[src/rtl/program_result_monitor_pkg.sv]
// Shared types for the program result monitor: verdict encoding and a
// helper that classifies a verdict as terminal.
package result_monitor_pkg;

    localparam int STATUS_WIDTH = 3;

    typedef enum logic [STATUS_WIDTH-1:0] {
        ARMED     = 3'd0,
        RUN       = 3'd1,
        PASS      = 3'd2,
        FAIL      = 3'd3,
        EXHAUSTED = 3'd4,
        TIMEOUT   = 3'd5
    } status_t;

    // A verdict is terminal once the run has ended for any reason.
    function automatic logic is_terminal(input logic [STATUS_WIDTH-1:0] s);
        return (s == PASS) || (s == FAIL) || (s == EXHAUSTED) || (s == TIMEOUT);
    endfunction

endpackage

[src/rtl/program_result_monitor_if.sv]
// Data-memory store port and instruction-exhaustion flag as seen by the
// result monitor. The core side drives (master), the monitor observes (slave).
interface program_result_monitor_if #(
    parameter int BIT_COUNT  = 32,
    parameter int ADDR_WIDTH = 32
);
    logic                  mem_en;
    logic                  mem_write;
    logic [ADDR_WIDTH-1:0] mem_adr;
    logic [BIT_COUNT-1:0]  mem_write_data;
    logic                  instr_exhausted;

    modport master (
        output mem_en, mem_write, mem_adr, mem_write_data, instr_exhausted
    );

    modport slave (
        input mem_en, mem_write, mem_adr, mem_write_data, instr_exhausted
    );
endinterface

[src/rtl/program_result_monitor_cycle_watchdog.sv]
// Saturating cycle counter with an expiry flag raised while the count
// sits at TIMEOUT_CYCLES-1, i.e. in the last cycle allowed in RUN.
module cycle_watchdog #(
    parameter int CNT_WIDTH      = 32,
    parameter int TIMEOUT_CYCLES = 100000
) (
    input  logic                 clk,
    input  logic                 reset,
    input  logic                 en,
    input  logic                 clr,
    output logic [CNT_WIDTH-1:0] count,
    output logic                 expired
);

    logic [CNT_WIDTH-1:0] count_reg;

    // Count enabled cycles; hold at all-ones rather than wrapping.
    always_ff @(posedge clk or negedge reset) begin
        if (!reset) begin
            count_reg <= '0;
        end else if (clr) begin
            count_reg <= '0;
        end else if (en && (count_reg != '1)) begin
            count_reg <= count_reg + 1'b1;
        end
    end

    assign count   = count_reg;
    assign expired = (count_reg == CNT_WIDTH'(TIMEOUT_CYCLES - 1));

endmodule

[src/rtl/program_result_monitor.sv]
// End-of-program checker: watches stores to RESULT_ADDR, compares them in
// order against the packed expected vector and reports a sticky verdict.
// Optional simulation hook: define RESULT_MONITOR_STOP_EN to print the
// verdict and $stop on entry to any terminal state.
module program_result_monitor
    import result_monitor_pkg::*;
#(
    parameter int                    BIT_COUNT      = 32,
    parameter int                    ADDR_WIDTH     = 32,
    parameter int                    NUM_CHECKS     = 4,
    parameter logic [ADDR_WIDTH-1:0] RESULT_ADDR    = 'hC,
    parameter int                    TIMEOUT_CYCLES = 100000,
    parameter int                    CNT_WIDTH      = 32
) (
    input  logic                               clk,
    input  logic                               reset,
    program_result_monitor_if.slave            bus,
    input  logic [NUM_CHECKS*BIT_COUNT-1:0]    expected,
    output status_t                            status,
    output logic                               done,
    output logic [$clog2(NUM_CHECKS+1)-1:0]    check_index,
    output logic [BIT_COUNT-1:0]               bad_value,
    output logic [CNT_WIDTH-1:0]               cycle_count
);

    localparam int IDX_W = $clog2(NUM_CHECKS + 1);
    localparam int SLOTS = 2 ** IDX_W;

    localparam logic [STATUS_WIDTH-1:0] S_ARMED     = ARMED;
    localparam logic [STATUS_WIDTH-1:0] S_RUN       = RUN;
    localparam logic [STATUS_WIDTH-1:0] S_PASS      = PASS;
    localparam logic [STATUS_WIDTH-1:0] S_FAIL      = FAIL;
    localparam logic [STATUS_WIDTH-1:0] S_EXHAUSTED = EXHAUSTED;
    localparam logic [STATUS_WIDTH-1:0] S_TIMEOUT   = TIMEOUT;

    logic [STATUS_WIDTH-1:0] state_reg, state_next;
    logic [IDX_W-1:0]        index_reg, index_next, index_plus;
    logic [BIT_COUNT-1:0]    bad_reg, bad_next;
    logic                    done_reg;
    logic                    store_hit, data_match, expired, wd_en, wd_clr;

    // Expected values unpacked into a power-of-two table so the running
    // index can address it directly; unused slots read as zero.
    logic [BIT_COUNT-1:0] exp_slot [SLOTS];

    generate
        for (genvar gi = 0; gi < SLOTS; gi++) begin : g_slot
            if (gi < NUM_CHECKS) begin : g_used
                assign exp_slot[gi] = expected[gi*BIT_COUNT +: BIT_COUNT];
            end else begin : g_pad
                assign exp_slot[gi] = '0;
            end
        end
    endgenerate

    assign store_hit  = bus.mem_en & bus.mem_write & (bus.mem_adr == RESULT_ADDR);
    assign data_match = (bus.mem_write_data == exp_slot[index_reg]);
    assign index_plus = index_reg + 1'b1;

    // Verdict FSM: a qualifying store outranks exhaustion, which outranks timeout.
    always_comb begin
        state_next = state_reg;
        index_next = index_reg;
        bad_next   = bad_reg;
        case (state_reg)
            S_ARMED: state_next = S_RUN;
            S_RUN: begin
                if (store_hit) begin
                    if (data_match) begin
                        index_next = index_plus;
                        if (index_plus == IDX_W'(NUM_CHECKS)) begin
                            state_next = S_PASS;
                        end
                    end else begin
                        bad_next   = bus.mem_write_data;
                        state_next = S_FAIL;
                    end
                end else if (bus.instr_exhausted) begin
                    state_next = S_EXHAUSTED;
                end else if (expired) begin
                    state_next = S_TIMEOUT;
                end
            end
            default: state_next = state_reg;
        endcase
    end

    // The counter only advances on cycles that stay in RUN, so it freezes
    // at the value it held in the cycle that produced the verdict.
    assign wd_en  = (state_reg == S_RUN) && (state_next == S_RUN);
    assign wd_clr = (state_reg == S_ARMED);

    cycle_watchdog #(
        .CNT_WIDTH      (CNT_WIDTH),
        .TIMEOUT_CYCLES (TIMEOUT_CYCLES)
    ) u_watchdog (
        .clk     (clk),
        .reset   (reset),
        .en      (wd_en),
        .clr     (wd_clr),
        .count   (cycle_count),
        .expired (expired)
    );

    // Verdict state and observation registers.
    always_ff @(posedge clk or negedge reset) begin
        if (!reset) begin
            state_reg <= S_ARMED;
            index_reg <= '0;
            bad_reg   <= '0;
            done_reg  <= 1'b0;
        end else begin
            state_reg <= state_next;
            index_reg <= index_next;
            bad_reg   <= bad_next;
            done_reg  <= is_terminal(state_next);
        end
    end

    assign status      = status_t'(state_reg);
    assign done        = done_reg;
    assign check_index = index_reg;
    assign bad_value   = bad_reg;

`ifdef RESULT_MONITOR_STOP_EN
    // Simulation aid: report the verdict once and halt.
    always @(posedge clk) begin
        if (reset && (state_reg == S_RUN) && is_terminal(state_next)) begin
            if (state_next == S_FAIL) begin
                $display("[result_monitor] verdict=%0d check_index=%0d bad_value=%0h cycle_count=%0d",
                         state_next, index_next, bad_next, cycle_count);
            end else begin
                $display("[result_monitor] verdict=%0d check_index=%0d cycle_count=%0d",
                         state_next, index_next, cycle_count);
            end
            $stop;
        end
    end
`endif

endmodule

[src/flat_wrapper.sv]
// flat-port wrapper written by rule: the top's interface ports become plain ports
module program_result_monitor_flat import result_monitor_pkg::*;
#(
    parameter int                    BIT_COUNT      = 32,
    parameter int                    ADDR_WIDTH     = 32,
    parameter int                    NUM_CHECKS     = 4,
    parameter logic [ADDR_WIDTH-1:0] RESULT_ADDR    = 'hC,
    parameter int                    TIMEOUT_CYCLES = 100000,
    parameter int                    CNT_WIDTH      = 32
)
  (clk, reset, expected, status, done, check_index, bad_value, cycle_count, bus_mem_en, bus_mem_write, bus_mem_adr, bus_mem_write_data, bus_instr_exhausted);
  program_result_monitor_if #(.BIT_COUNT(BIT_COUNT), .ADDR_WIDTH(ADDR_WIDTH)) bus_i ();
  input  logic clk;
  input  logic reset;
  input  logic [NUM_CHECKS*BIT_COUNT-1:0] expected;
  output status_t status;
  output logic done;
  output logic [$clog2(NUM_CHECKS+1)-1:0] check_index;
  output logic [BIT_COUNT-1:0] bad_value;
  output logic [CNT_WIDTH-1:0] cycle_count;
  input wire logic [$bits(bus_i.mem_en)-1:0] bus_mem_en;
  input wire logic [$bits(bus_i.mem_write)-1:0] bus_mem_write;
  input wire logic [$bits(bus_i.mem_adr)-1:0] bus_mem_adr;
  input wire logic [$bits(bus_i.mem_write_data)-1:0] bus_mem_write_data;
  input wire logic [$bits(bus_i.instr_exhausted)-1:0] bus_instr_exhausted;
  assign bus_i.mem_en = bus_mem_en;
  assign bus_i.mem_write = bus_mem_write;
  assign bus_i.mem_adr = bus_mem_adr;
  assign bus_i.mem_write_data = bus_mem_write_data;
  assign bus_i.instr_exhausted = bus_instr_exhausted;
  program_result_monitor #(.BIT_COUNT(BIT_COUNT), .ADDR_WIDTH(ADDR_WIDTH), .NUM_CHECKS(NUM_CHECKS), .RESULT_ADDR(RESULT_ADDR), .TIMEOUT_CYCLES(TIMEOUT_CYCLES), .CNT_WIDTH(CNT_WIDTH)) u_core (.clk(clk), .reset(reset), .bus(bus_i), .expected(expected), .status(status), .done(done), .check_index(check_index), .bad_value(bad_value), .cycle_count(cycle_count));
endmodule
[config.mk]
export PLATFORM = sky130hd
export DESIGN_NAME = program_result_monitor_flat
export DESIGN_NICKNAME = d
export VERILOG_FILES = /design/src/rtl/program_result_monitor_pkg.sv /design/src/rtl/program_result_monitor_if.sv /design/src/rtl/program_result_monitor_cycle_watchdog.sv /design/src/rtl/program_result_monitor.sv /design/src/flat_wrapper.sv
export SDC_FILE = /design/constraint.sdc
export NUM_CORES = 1
export LEC_CHECK = 0
export BUFFER_PORTS_ARGS = -buffer_cell sky130_fd_sc_hd__buf_2
export CAP_MARGIN = 20
export CORE_MARGIN = 2
export CORE_UTILIZATION = 35
export CTS_BUF_LIST = sky130_fd_sc_hd__clkbuf_16
export CTS_CLUSTER_DIAMETER = 80
export CTS_CLUSTER_SIZE = 8
export DETAILED_ROUTE_END_ITERATION = 8
export GPL_TIMING_DRIVEN = 0
export PLACE_DENSITY = 0.74
export SYNTH_ARGS = -nofsm -noshare
export SYNTH_HDL_FRONTEND = slang
export SYNTH_SLANG_ARGS = --single-unit
export TNS_END_PERCENT = 50
[constraint.sdc]
create_clock -name clk -period 2.9 [get_ports clk]
set_input_delay 0.58 -clock clk [delete_from_list [all_inputs] [get_ports clk]]
set_output_delay 0.58 -clock clk [all_outputs]
set_load 0.1 [all_outputs]
=== Yosys cells after proc, flatten, opt, wreduce, memory -nomap -nowiden ===
Index checks and enable logic that the tools add are counted.

* Logic and storage cells: 43
* Output and inout port bits: 71
* Register bits after elaboration: 71
* Input bits: 197

* Eq/ne operators: 11
* Bitwise logic cells: 4
* $add $sub $neg: 2
* $lt $le $gt $ge: 1
* Reductions and logical operators: 9
* Mux-type cells: 11

{| class="wikitable"
|+ Operators with widths
! cell !! count
|-
| 32-bit 2-to-1 mux || 4
|-
| 32-bit binary-select mux with 3-bit select || 1
|-
| 32-bit by 1-bit adder with 32-bit output, second input constant || 1
|-
| 32-bit by 17-bit equality test with 1-bit output, second input constant || 1
|-
| 32-bit equality test || 1
|-
| 32-bit by 4-bit equality test with 1-bit output, second input constant || 1
|-
| 32-bit inequality test, second input constant || 1
|-
| 3-bit 2-to-1 mux || 5
|-
| 3-bit equality test, second input constant || 3
|-
| 3-bit by 1-bit equality test with 1-bit output, second input constant || 2
|-
| 3-bit by 2-bit equality test with 1-bit output, second input constant || 2
|-
| 3-bit one-hot mux with 2 select lines || 1
|-
| 3-bit AND reduction || 2
|-
| 4-bit >= comparator, second input constant || 1
|-
| 3-bit inverter with 4-bit output || 1
|-
| 3-bit by 1-bit adder with 3-bit output, second input constant || 1
|-
| 3-bit logical NOT || 1
|-
| 1-bit logical OR || 3
|-
| 1-bit bitwise AND || 2
|-
| 1-bit logical AND || 2
|-
| 2-bit nonzero test || 1
|-
| 1-bit inverter || 1
|}

=== Logic depth before layout (Yosys ltp) ===
Gate-level depths: netlist of the first run.

* Word-level depth: 13
* Mapped depth: 12
* Mapped depth without buffers: 9

=== By module ===
A second synthesis of the first run with hierarchy kept.

* Cells, all modules: 502
* Area, all modules: 5348.9 um^2

{| class="wikitable"
|+ By module, submodules not included
! module !! times used !! sequential area each (um^2) !! cells an instance !! area each (um^2)
|-
| program_result_monitor || 1 || 975.9 || 288 || 3453.3
|-
| cycle_watchdog || 1 || 800.8 || 214 || 1895.6
|}

=== Least setup slack after synthesis of the first run ===
No wires, ideal clock.

* Path type: reg-to-reg
* From: register u_core.index_reg[1] (netlist: u_core.check_index[1])
* To: register u_core.u_watchdog.count_reg[10] (netlist: u_core.u_watchdog.count[10])
* Slack: -0.680 ns
* Clock period less this slack: 3.580 ns
* Stages on the path, launching flop included: 12
* Arrival: 3.502 ns
* Required time: 2.822 ns
* Path buffers: 3
* Setup time: 0.078 ns
* Cells stage by stage: dfrtp_1 clkbuf_1 clkbuf_1 mux4_2 nor4b_1 nand2_1 a32oi_1 nand4_1 o21a_1 buf_6 or4_1 a21oi_1

* Cells in the longest elaborated chain, start to end: 12
* Elaborated cells on any way between the ends: 15
* Classes of those cells: add/sub: 1; eq/ne: 3; mux: 7; bitwise: 1; reduce/logical: 3

{| class="wikitable"
|+ RTL lines
! item !! RTL line !! RTL
|-
| from (decl) || program_result_monitor.sv:37 || <nowiki>logic [IDX_W-1:0] index_reg, index_next, index_plus;</nowiki>
|-
| from (signal assigned) || program_result_monitor.sv:114 || <nowiki>index_reg <= index_next;</nowiki>
|-
| 3-bit inverter with 4-bit output (implied by the code) || program_result_monitor.sv:57 || <nowiki>assign data_match = (bus.mem_write_data == exp_slot[index_reg]);</nowiki>
|-
| 32-bit binary-select mux with 3-bit select || program_result_monitor.sv:57 ||
|-
| 32-bit 2-to-1 mux (implied by the code) (2 in series) || program_result_monitor.sv:57 ||
|-
| 32-bit equality test || program_result_monitor.sv:57 ||
|-
| 3-bit 2-to-1 mux (*) || program_result_monitor.sv:69 || <nowiki>if (data_match) begin</nowiki>
|-
| 3-bit 2-to-1 mux (*) || program_result_monitor.sv:68 || <nowiki>if (store_hit) begin</nowiki>
|-
| 3-bit one-hot mux with 2 select lines (*) || program_result_monitor.sv:65 || <nowiki>case (state_reg)</nowiki>
|-
| 3-bit by 1-bit equality test with 1-bit output (*) || program_result_monitor.sv:90 || <nowiki>assign wd_en = (state_reg == S_RUN) && (state_next == S_RUN);</nowiki>
|-
| 1-bit logical AND (*) || program_result_monitor.sv:90 ||
|-
| 1-bit logical AND (*) || program_result_monitor_cycle_watchdog.sv:23 || <nowiki>end else if (en && (count_reg != '1)) begin</nowiki>
|-
| 2-bit nonzero test (no source line) (*) || -- ||
|-
| to (signal assigned) || program_result_monitor_cycle_watchdog.sv:24 || <nowiki>count_reg <= count_reg + 1'b1;</nowiki>
|-
| to (decl) || program_result_monitor_cycle_watchdog.sv:15 || <nowiki>logic [CNT_WIDTH-1:0] count_reg;</nowiki>
|}

Mark *: on every way between the ends. The rest lies on a longest branch, timed or not. The select of a mux whose other input is x is not followed.
A chain may end at the register's enable or synchronous reset.

=== Final worst setup path of the first run ===
* From: register u_core.index_reg[0] (netlist: u_core.check_index[0])
* To: register u_core.u_watchdog.count_reg[8] (netlist: u_core.u_watchdog.count[8])

The elaborated chain is that of the path after synthesis.

==> results of run 1 <==
-- report_power, final --
group	leakage [uW]	internal [uW]	total, uW	switching (uW)
Sequential	0.000854	991	991	0.0000000242
Combinational	0.00268	160	290	130
Clock	0.000143	559	984	425
Total	0.00368	1710	2260	555
-- layout by cell type (no fill, tap or decap), types with 11 or more instances in the layout --
cell     Yosys  routed
dfrtp_1     71      42
buf_6        4      11
buf_2        8     268
inv_1        7      12
nor4_1      17      12
nand2_1     51      48
xnor2_1     15      13
nand4_1     21      21
mux4_2      32      32
nand3_1     17      15
dfrtp_2      0      19
mux2_4       0      29
buf_4        1      12
mux2i_1     12      12
o21ai_0     19      15
nor2_1      41      41
-- synth_stat cells, types with 4 or more instances --
cell | instances | area (um2)
xnor2_1 | 15 | 131
nor4_1 | 17 | 106
mux2_2 | 36 | 405
nor2_1 | 41 | 154
or3b_2 | 6 | 52.6
nor4b_1 | 7 | 61.3
nand3_1 | 17 | 85.1
and2_1 | 5 | 31.3
mux4_2 | 32 | 721
clkbuf_1 | 15 | 56.3
buf_6 | 4 | 45.0
a22oi_1 | 8 | 60.1
o31ai_1 | 6 | 45.0
inv_1 | 7 | 26.3
a41oi_1 | 11 | 96.3
or4_1 | 12 | 90.1
o21a_1 | 4 | 30.0
o211ai_1 | 4 | 30.0
dfrtp_1 | 71 | 1780
and3_1 | 11 | 68.8
nor3b_1 | 7 | 52.6
o21ai_0 | 19 | 95.1
buf_2 | 8 | 40.0
nor3_1 | 4 | 20.0
a21oi_1 | 9 | 45.0
mux2i_1 | 12 | 120
nand2b_1 | 9 | 56.3
nand2_1 | 51 | 191
nand4_1 | 21 | 131
-- cells by family after synthesis --
kind of cell / after synthesis
and+or+nand+nor: 224
muxes: 80
AOI/OAI and AO/OA: 78
DFF: 71
buffers and inverters: 38
xor gates and xnor gates: 18
adders and majority gates: 3
-- worst max path at each step --
stage	to	slack, ps	cells after the start
floorplan	u_core.bad_value[0]$_DFFE_PN0P_	-180	10
global placement	u_core.bad_value[2]$_DFFE_PN0P_	-700	10
detailed placement	u_core.bad_value[4]$_DFFE_PN0P_	-730	10
CTS	u_core.u_watchdog.count[3]$_DFFE_PN0P_	-300	13
global route	u_core.u_watchdog.count[8]$_DFFE_PN0P_	-410	12
finish	u_core.u_watchdog.count[8]$_DFFE_PN0P_	-310	12
-- worst max-delay path: cells and delay by family, from the launching register on --
family                 cells  cell delay (ps)
flip-flops                 1              500
AND/OR/NAND/NOR            2              620
XOR/XNOR                   1              180
multiplexers               1              470
buffers and inverters      4              610
AO/OA/AOI/OAI              4              750
-- repair_timing --
item | CTS | global route
endpoints found under the hold margin | 0 | 0
cloned | 6 | 0
resized for setup | 86 | 27
pin swaps | 18 | 13
buffers inserted | 15 | 3
endpoints found under the setup margin | 69 | 69
-- layout make-up --
cell class / count / area, um2 / area share
antenna: 6 / 15.0 / 0.00190
buffer: 28 / 270 / 0.0342
clock buffer: 9 / 225 / 0.0285
clock inverter: 7 / 27.5 / 0.00348
inverter: 8 / 30.0 / 0.00380
multi-input combinational: 403 / 3580 / 0.453
sequential: 71 / 1840 / 0.233
tap: 184 / 230 / 0.0291
timing repair buffer: 291 / 1690 / 0.214
-- routing by layer --
layer,part of all wire,track usage,up-vias,routed length [um]
met5,0.00063,0,-,13
met4,0.042,0.137,2,861
met3,0.096,0.0905,55,1980
li1,-,-,2598,-
met2,0.50,0.423,305,10300
met1,0.36,0.294,2786,7460
-- stage by stage --
step	setup slack, ps	utilization	area (um2)	hold slack (ps)
floorplan	-182	-	5350	284
finish	-310	0.544	7900	158
detailed placement	-729	0.478	6950	487
global route	-412	0.544	7900	183
CTS	-298	0.537	7810	165
global placement	-705	0.476	6920	484
==> flow_metrics.tcl, run 1 <==
set metrics [dict create \
    status "finished with violations" \
    violations "setup timing" \
    grt_max_degree 46 \
    wire_per_inst_um 20.4 \
    dp_hpwl_mm 15.4 \
    rr_endpoint "u_core.u_watchdog.count[8]$_DFFE_PN0P_" \
    crit_type "flop to flop" \
    worst_slew_pin_slew_ps 1040 \
    vias_per_cell 5.71 \
    drc_errors 0 \
    synth-adder-area-share 0.00720 \
    grt_pass1_vias 5824 \
    crit_start "u_core.check_index[0]$_DFFE_PN0P_" \
    cts_tree "done" \
    synth.distinct_cells 55 \
    synth_top_family_by_area "simple AND/OR/NAND/NOR gates" \
    avgSynthCellArea_um2 10.2 \
    dr.pass1.iters 5 \
    setup_viol 67 \
    core_mm2 0.0145 \
    synth_seq_cells 71 \
    p_per_area_mw_per_mm2 287 \
    synth.yosys.seq_area_share 0.341 \
    place_inst 964 \
    cts_buffer_depth 2 \
    ys_warn_count 0 \
    synthMuxAreaShare 0.239 \
    yosys.area_share.simple 0.240 \
    gr-total-overflow 0 \
    rr_startpoint "u_core.check_index[0]$_DFFE_PN0P_" \
    critical_path.cell_chain "buf_12 -> buf_12 -> mux4_2 -> xnor2_1 -> a41oi_1 -> a22oi_1 -> nand4_1 -> buf_4 -> o21a_4 -> buf_6 -> or4_4 -> a21oi_2" \
    setup_tns_ps -12590 \
    die_h_um 126 \
    stdcell_count 1007 \
    antenna_found_initial 7 \
    start_kind "flop" \
    slowest_stage "or4_4" \
    clock_latency_ps 340 \
    synth_edf_count 0 \
    setup_slack_ps -310 \
    maxCapViolCount 0 \
    row_count 44 \
    max_slew_margin 0.300 \
    area_growth_pct 51.6 \
    fin_skew_ps 5.38 \
    start_util 0.359 \
    endpoint_kind "flop" \
    rsz0062_at_grt "true" \
    ant_nets 0 \
    ctsHoldBuffers 0 \
    r2r_cells 12 \
    synth_flop_cell "dfrtp_1" \
    slew_viol_final 0 \
    grt_first_pass_wirelength_mm 31.6 \
    ios 268 \
    wl_mm 20.6 \
    slowest_delay_ps 510 \
    synth_compound_area_frac 0.105 \
    finalCritPeriodShare 1.11 \
    worst-path-max-fanout 7 \
    power_uw 2260 \
    syn_area_mm2 0.00521 \
    regToRegSetupSlack_ps -310 \
    clock_sinks 71 \
    portBuffers 267 \
    nFillCells 1276 \
    max_clock_freq_mhz 312 \
    synth_xor_area_frac 0.0302 \
    cp_common_cell "buf_12" \
    vias 5746 \
    ctsHtreeMaxLevel 3 \
    die_w_um 126 \
    leakage_uw 0.00368 \
    drtIter0Drc 476 \
    drive_above_1_share 0.567 \
    fin_crit_ps 3210 \
    ir_drop_uv 300 \
    synth-async-reset-ratio 1.00 \
    cp.required_ps 3160 \
    grtUsageTotal 0.257 \
    synth_nets 712 \
    place_congestion 0.975 \
    clk_pin_slew_ps 60 \
    synthCells 512 \
    die_area_mm2 0.0159 \
    critPathArrivalTime_ps 3470 \
    final_hold_viol_count 0 \
    final_nets 1012 \
    cts-root-buf "clkbuf_16" \
    hp-class "input pin to asynchronous set/reset pin" \
    cts_buffers 9 \
]
Note: power is estimated with default switching activity, not from simulation.
==> inputs of run 2 (changes only) <==
- CTS_BUF_LIST: sky130_fd_sc_hd__clkbuf_16 -> unset
==> run 2 against run 1 <==
Effect of this change: the flow still finishes with violations (setup timing); first-iteration DRC count down 21%; sequential cell count stayed put; hold slack better by 4.5 ps; via count up 0.87%; largest cell class unchanged; non-clock buffer count decreased by 1; fmax is 0.57% higher; cell count about the same; clock power up 5%; wire length rose by 0.20%; critical path type unchanged; worst setup slack better by 18 ps; sequential power hardly changed.
==> flow_metrics.tcl, run 2 (same netlist as run 1, synthesis figures left out) <==
set metrics [dict create \
    crit_buf_inv 4 \
    r2r_cells 12 \
    dp_hpwl_mm 15.4 \
    dpl-instance-area_mm2 0.00695 \
    place_inst 964 \
    grt_max_degree 46 \
    leakage_uw 0.00368 \
    stdcell_area_mm2 0.00795 \
    multiInputGateArea_mm2 0.00363 \
    violations "setup timing" \
    endpoint_kind "flop" \
    max_clock_freq_mhz 313 \
    dr.pass1.iters 5 \
    core_mm2 0.0145 \
    clock_latency_ps 340 \
    rr_startpoint "u_core.check_index[0]$_DFFE_PN0P_" \
    setup_tns_ps -11430 \
    nFillCells 1270 \
    final_hold_viol_count 0 \
    cts_buffer_depth 2 \
    antenna_found_initial 8 \
    start_util 0.359 \
    rr_endpoint "u_core.u_watchdog.count[3]$_DFFE_PN0P_" \
    die_w_um 126 \
    drc_errors 0 \
    drive_above_1_share 0.575 \
    start_kind "flop" \
    cp_common_cell "buf_6" \
    ir_drop_uv 319 \
    regToRegSetupSlack_ps -290 \
    slowest_stage "or4_4" \
    ios 268 \
    max_slew_margin 0.249 \
    vias_per_cell 5.75 \
    crit_type "flop to flop" \
    grt_first_pass_wirelength_mm 31.4 \
    critical_path.cell_chain "buf_12 -> buf_4 -> mux4_2 -> xor2_1 -> o32a_1 -> a22oi_2 -> nand4_1 -> buf_6 -> o21a_4 -> buf_6 -> or4_4 -> a21oi_2" \
    wire_per_inst_um 20.4 \
    grt_pass1_vias 5814 \
    fin_skew_ps 4.12 \
    maxCapViolCount 0 \
    power_uw 2310 \
    worst-path-max-fanout 7 \
    cts_buffers 9 \
    final_cell_mix "268 x buf_2, 48 x nand2_1, 42 x dfrtp_1, 41 x nor2_1, 32 x mux4_2" \
    place_congestion 0.975 \
    p_per_area_mw_per_mm2 291 \
    crit_family "compound AO/OA/AOI/OAI gates" \
    hp-class "input pin to asynchronous set/reset pin" \
    grtUsageTotal 0.255 \
    final_nets 1011 \
    die_area_mm2 0.0159 \
    cts_tree "done" \
    status "finished with violations" \
    critPathArrivalTime_ps 3450 \
    setup_slack_ps -291 \
    fin_crit_ps 3190 \
    die_h_um 126 \
    ctsHoldBuffers 0 \
    cp.required_ps 3160 \
    clock_sinks 71 \
    row_count 44 \
    pre_cts_slack_ps -729 \
    wl_mm 20.6 \
    setup_viol 67 \
    finalCritPeriodShare 1.10 \
    slowest_delay_ps 530 \
    vias 5796 \
    cts-root-buf "clkbuf_16" \
    worst_slew_pin_slew_ps 1120 \
    area_growth_pct 52.6 \
    ant_nets 0 \
    seq_area_mm2 0.00184 \
    ctsHtreeMaxLevel 3 \
    final_common_cell "buf_2" \
    portBuffers 267 \
    clk_pin_slew_ps 60 \
    stdcell_count 1008 \
    slew_viol_final 0 \
    rsz0062_at_grt "true" \
    drtIter0Drc 378 \
    gr-total-overflow 0 \
]
==> run 2: per-stage QoR <==
stage / hold slack, ps / util
after global routing: 182 / 0.547
after floorplan: 284 / -
after global placement: 484 / 0.476
after detailed placement: 487 / 0.478
after CTS: 165 / 0.538
final: 163 / 0.547
==> run 2: how the worst max path moves through the flow <==
stage | slack [ps] | cells past startpoint | endpoint | start
final | -290 | 12 | u_core.u_watchdog.count[3]$_DFFE_PN0P_ | u_core.check_index[0]$_DFFE_PN0P_
after floorplan | -180 | 10 | u_core.bad_value[0]$_DFFE_PN0P_ | u_core.check_index[0]$_DFFE_PN0P_
after global routing | -430 | 12 | u_core.u_watchdog.count[3]$_DFFE_PN0P_ | u_core.check_index[0]$_DFFE_PN0P_
after global placement | -700 | 10 | u_core.bad_value[2]$_DFFE_PN0P_ | u_core.check_index[1]$_DFFE_PN0P_
after detailed placement | -730 | 10 | u_core.bad_value[4]$_DFFE_PN0P_ | u_core.check_index[1]$_DFFE_PN0P_
after CTS | -300 | 13 | u_core.u_watchdog.count[3]$_DFFE_PN0P_ | u_core.check_index[0]$_DFFE_PN0P_
==> run 2: final cells by class <==
type                    instances  area share
clock buffers                  15      0.0324
plain buffers                  29      0.0365
clock inverters                 1    0.000629
well taps                     184      0.0289
multi-input cells             403       0.456
flip-flops and latches         71       0.231
inverters                       8     0.00378
diodes                          8     0.00252
repair buffers                289       0.208
==> run 2: timing repair <==
action,in CTS,in global routing
resized for setup,86,29
pin swaps,18,18
setup endpoints to repair,69,69
cloned,6,0
buffers inserted,15,1
==> run 2: routing by layer <==
layer	part of all wire	GRT usage
met5	0.00063	0
met4	0.040	0.135
met3	0.092	0.0888
met2	0.50	0.421
met1	0.37	0.293
==> run 2: power by group <==
group	internal [uW]	leakage, uW	switching (uW)
Combinational	162	0.00270	132
Clock	603	0.000128	425
Sequential	991	0.000854	0.0000000244
==> inputs of run 3 (changes only) <==
- CORE_MARGIN: 2 -> 5
- PLACE_DENSITY: 0.74 -> 0.73
- SYNTH_HIERARCHICAL: unset -> 1
==> run 3 against run 2 <==
Effect of this change: the run still ends with setup timing left; worst setup slack worse by 830 ps; sequential cell count unchanged; power up 23%; critical path depth is 4 higher; clock power increased by 4%; via count down 0.86%; sequential share of layout area fell by 0.075 points; hold slack lost 60 ps; cell count fell by 0.30%; area after synthesis increased by 2.6%; sequential power rose by 8%; largest cell class unchanged.
==> flow_metrics.tcl, run 3 <==
set metrics [dict create \
    max_slew_margin 0.444 \
    synth_seq_cells 71 \
    finalCritPeriodShare 1.39 \
    dp_hpwl_mm 16.3 \
    drtIter0Drc 423 \
    vias_per_cell 5.72 \
    drive_above_1_share 0.540 \
    synth.distinct_cells 55 \
    grt_first_pass_wirelength_mm 30.9 \
    place_congestion 0.959 \
    p_per_area_mw_per_mm2 367 \
    grt_pass1_vias 5655 \
    ys_warn_count 6 \
    final_common_cell "buf_2" \
    vias 5746 \
    clk_pin_slew_ps 60 \
    synthTopCellsByArea "dfrtp_1 33%, mux4_2 13%, mux2_4 8.4%, o21ai_0 2.9%, xnor2_1 2.8%" \
    start_util 0.354 \
    max_clock_freq_mhz 249 \
    clock_latency_ps 350 \
    drc_errors 0 \
    cp_common_cell "buf_8" \
    slowest_delay_ps 540 \
    final_nets 1008 \
    fin_skew_ps 10.4 \
    whs_ps 103 \
    gr-total-overflow 0 \
    rsz0062_at_grt "true" \
    slowest_stage "or4_4" \
    ir_drop_uv 273 \
    synthCells 502 \
    ant_nets 0 \
    critical_path.cell_chain "buf_8 -> buf_12 -> buf_8 -> buf_4 -> mux4_2 -> xnor2_1 -> nand4_1 -> a32oi_2 -> nand4_2 -> nor4_2 -> a31o_2 -> inv_2 -> or4_4 -> buf_6 -> nor3b_4 -> mux2_4" \
    leakage_uw 0.00362 \
    yosysMostFrequentCell "dfrtp_1" \
    synth_commonest_cells "71 x dfrtp_1, 35 x nand2_1, 35 x nor2_1, 31 x mux4_2, 31 x o21ai_0" \
    r2r_cells 16 \
    cts_tree "done" \
    avgSynthCellArea_um2 10.7 \
    cts_buffers 9 \
    violations "setup timing" \
    synth_flop_cell "dfrtp_1" \
    hp-class "input pin to asynchronous set/reset pin" \
    synth_area_leader_cell "dfrtp_1" \
    area_growth_pct 44.8 \
    cp.required_ps 3130 \
    status "finished with violations" \
    core_mm2 0.0151 \
    row_count 45 \
    synth.yosys.seq_area_share 0.332 \
    ios 268 \
    setup_viol 69 \
    wl_mm 21.3 \
    grt_max_degree 56 \
    syn_area_mm2 0.00535 \
    wire_per_inst_um 21.2 \
    regToRegSetupSlack_ps -1120 \
    critPathArrivalTime_ps 4240 \
    antenna_found_initial 7 \
    pre_cts_slack_ps -1460 \
    clock_sinks 71 \
    cts_buffer_depth 2 \
    synth_nets 702 \
    yosysTopAreaCellShare 0.332 \
    power_uw 2840 \
    final_cell_mix "270 x buf_2, 69 x dfrtp_1, 35 x nor2_1, 33 x nand2_1, 32 x mux4_2" \
    rr_endpoint "u_core/u_watchdog/count[26]$_DFFE_PN0P_" \
    endpoint_kind "flop" \
    die_w_um 134 \
    ctsHtreeMaxLevel 3 \
    fin_crit_ps 4020 \
    die_area_mm2 0.0179 \
    crit_type "flop to flop" \
    maxCapViolCount 0 \
    dr.pass1.iters 5 \
    grtUsageTotal 0.225 \
    synth_edf_count 0 \
    start_kind "flop" \
    worst_slew_pin_slew_ps 826 \
    cts-root-buf "clkbuf_16" \
    setup_slack_ps -1120 \
    portBuffers 267 \
    die_h_um 134 \
    rr_startpoint "u_core/check_index[0]$_DFFE_PN0P_" \
    slew_viol_final 0 \
    worst-path-max-fanout 6 \
    synth-async-reset-ratio 1.00 \
    final_hold_viol_count 0 \
]
[run 3: changes by cell type after synthesis, moves of 7 or more]
cell	delta
mux2_2	-31
a21oi_1	+19
nor3_1	+7
mux2_4	+30
o21ai_0	+12
a22oi_1	-8
or3_1	+15
nand2_1	-16
nand3b_1	+8
mux2i_1	-10
[run 3: worst max-delay path by stage]
stage / slack (ps) / cells past startpoint / from / endpoint
2_1_floorplan: -1070 / 15 / u_core/check_index[0]$_DFFE_PN0P_ / u_core/u_watchdog/count[26]$_DFFE_PN0P_
6_report: -1120 / 16 / u_core/check_index[0]$_DFFE_PN0P_ / u_core/u_watchdog/count[26]$_DFFE_PN0P_
3_3_place_gp: -1420 / 15 / u_core/check_index[1]$_DFFE_PN0P_ / u_core/u_watchdog/count[31]$_DFFE_PN0P_
5_1_grt: -1220 / 15 / u_core/check_index[0]$_DFFE_PN0P_ / u_core/u_watchdog/count[26]$_DFFE_PN0P_
3_5_place_dp: -1460 / 15 / u_core/check_index[1]$_DFFE_PN0P_ / u_core/u_watchdog/count[31]$_DFFE_PN0P_
4_1_cts: -1030 / 15 / u_core/check_index[0]$_DFFE_PN0P_ / u_core/u_watchdog/count[26]$_DFFE_PN0P_
[run 3: kinds of logic after synthesis]
family,after synthesis,synth area share
muxes,70,0.236
AOI/OAI and AO/OA,92,0.112
xor gates and xnor gates,20,0.0327
DFF,71,0.332
adders and majority gates,3,0.00702
and+or+nand+nor,213,0.238
buffers and inverters,33,0.0423
[run 3: worst max-delay path: cells and delay by family (launching register included)]
| kind | cells | cell delay [ps] |
|---|---|---|
| compound gates | 2 | 460 |
| flops | 1 | 500 |
| xor+xnor | 1 | 170 |
| mux | 2 | 770 |
| buf+inv | 6 | 750 |
| simple gates | 5 | 1220 |
[run 3: routing by layer]
metal  wire, um  track usage  up-vias
li1           -            -     2585
met1       7750        0.254     2756
met2      10600        0.382      326
met3       2000       0.0638       73
met4        949        0.126        6
met5         28      0.00278        -
[run 3: what timing repair did]
action | 4_1_cts | 5_1_grt
setup buffers | 11 | 13
endpoints found under the setup margin | 68 | 69
gates cloned | 1 | 3
pin swaps | 13 | 17
resized for setup | 20 | 23
hold buffers | 0 | 0
[run 3: cell type report]
| cell class | count | area, um2 |
|---|---|---|
| multi-input cells | 398 | 3510 |
| plain buffers | 27 | 243 |
| flip-flops and latches | 71 | 1780 |
| well taps | 188 | 235 |
| fillers | 1397 | 7340 |
| diodes | 4 | 10.0 |
| repair buffers | 296 | 1670 |
| clock inverters | 5 | 33.8 |
| inverters | 5 | 18.8 |
| clock buffers | 11 | 243 |
[run 3: where the power goes]
group,switching (uW),internal [uW]
registers,46.7,1020
clock network,472,602
logic,467,231
[run 3: metrics by stage]
stage	setup TNS (ps)	area (um2)	instances	util
3_5_place_dp	-45890	7010	958	0.464
6_report	-44430	7750	1005	0.513
2_1_floorplan	-25930	5400	502	-
3_3_place_gp	-42500	6980	957	0.462
5_1_grt	-50400	7750	1005	0.513
4_1_cts	-33040	7470	986	0.495
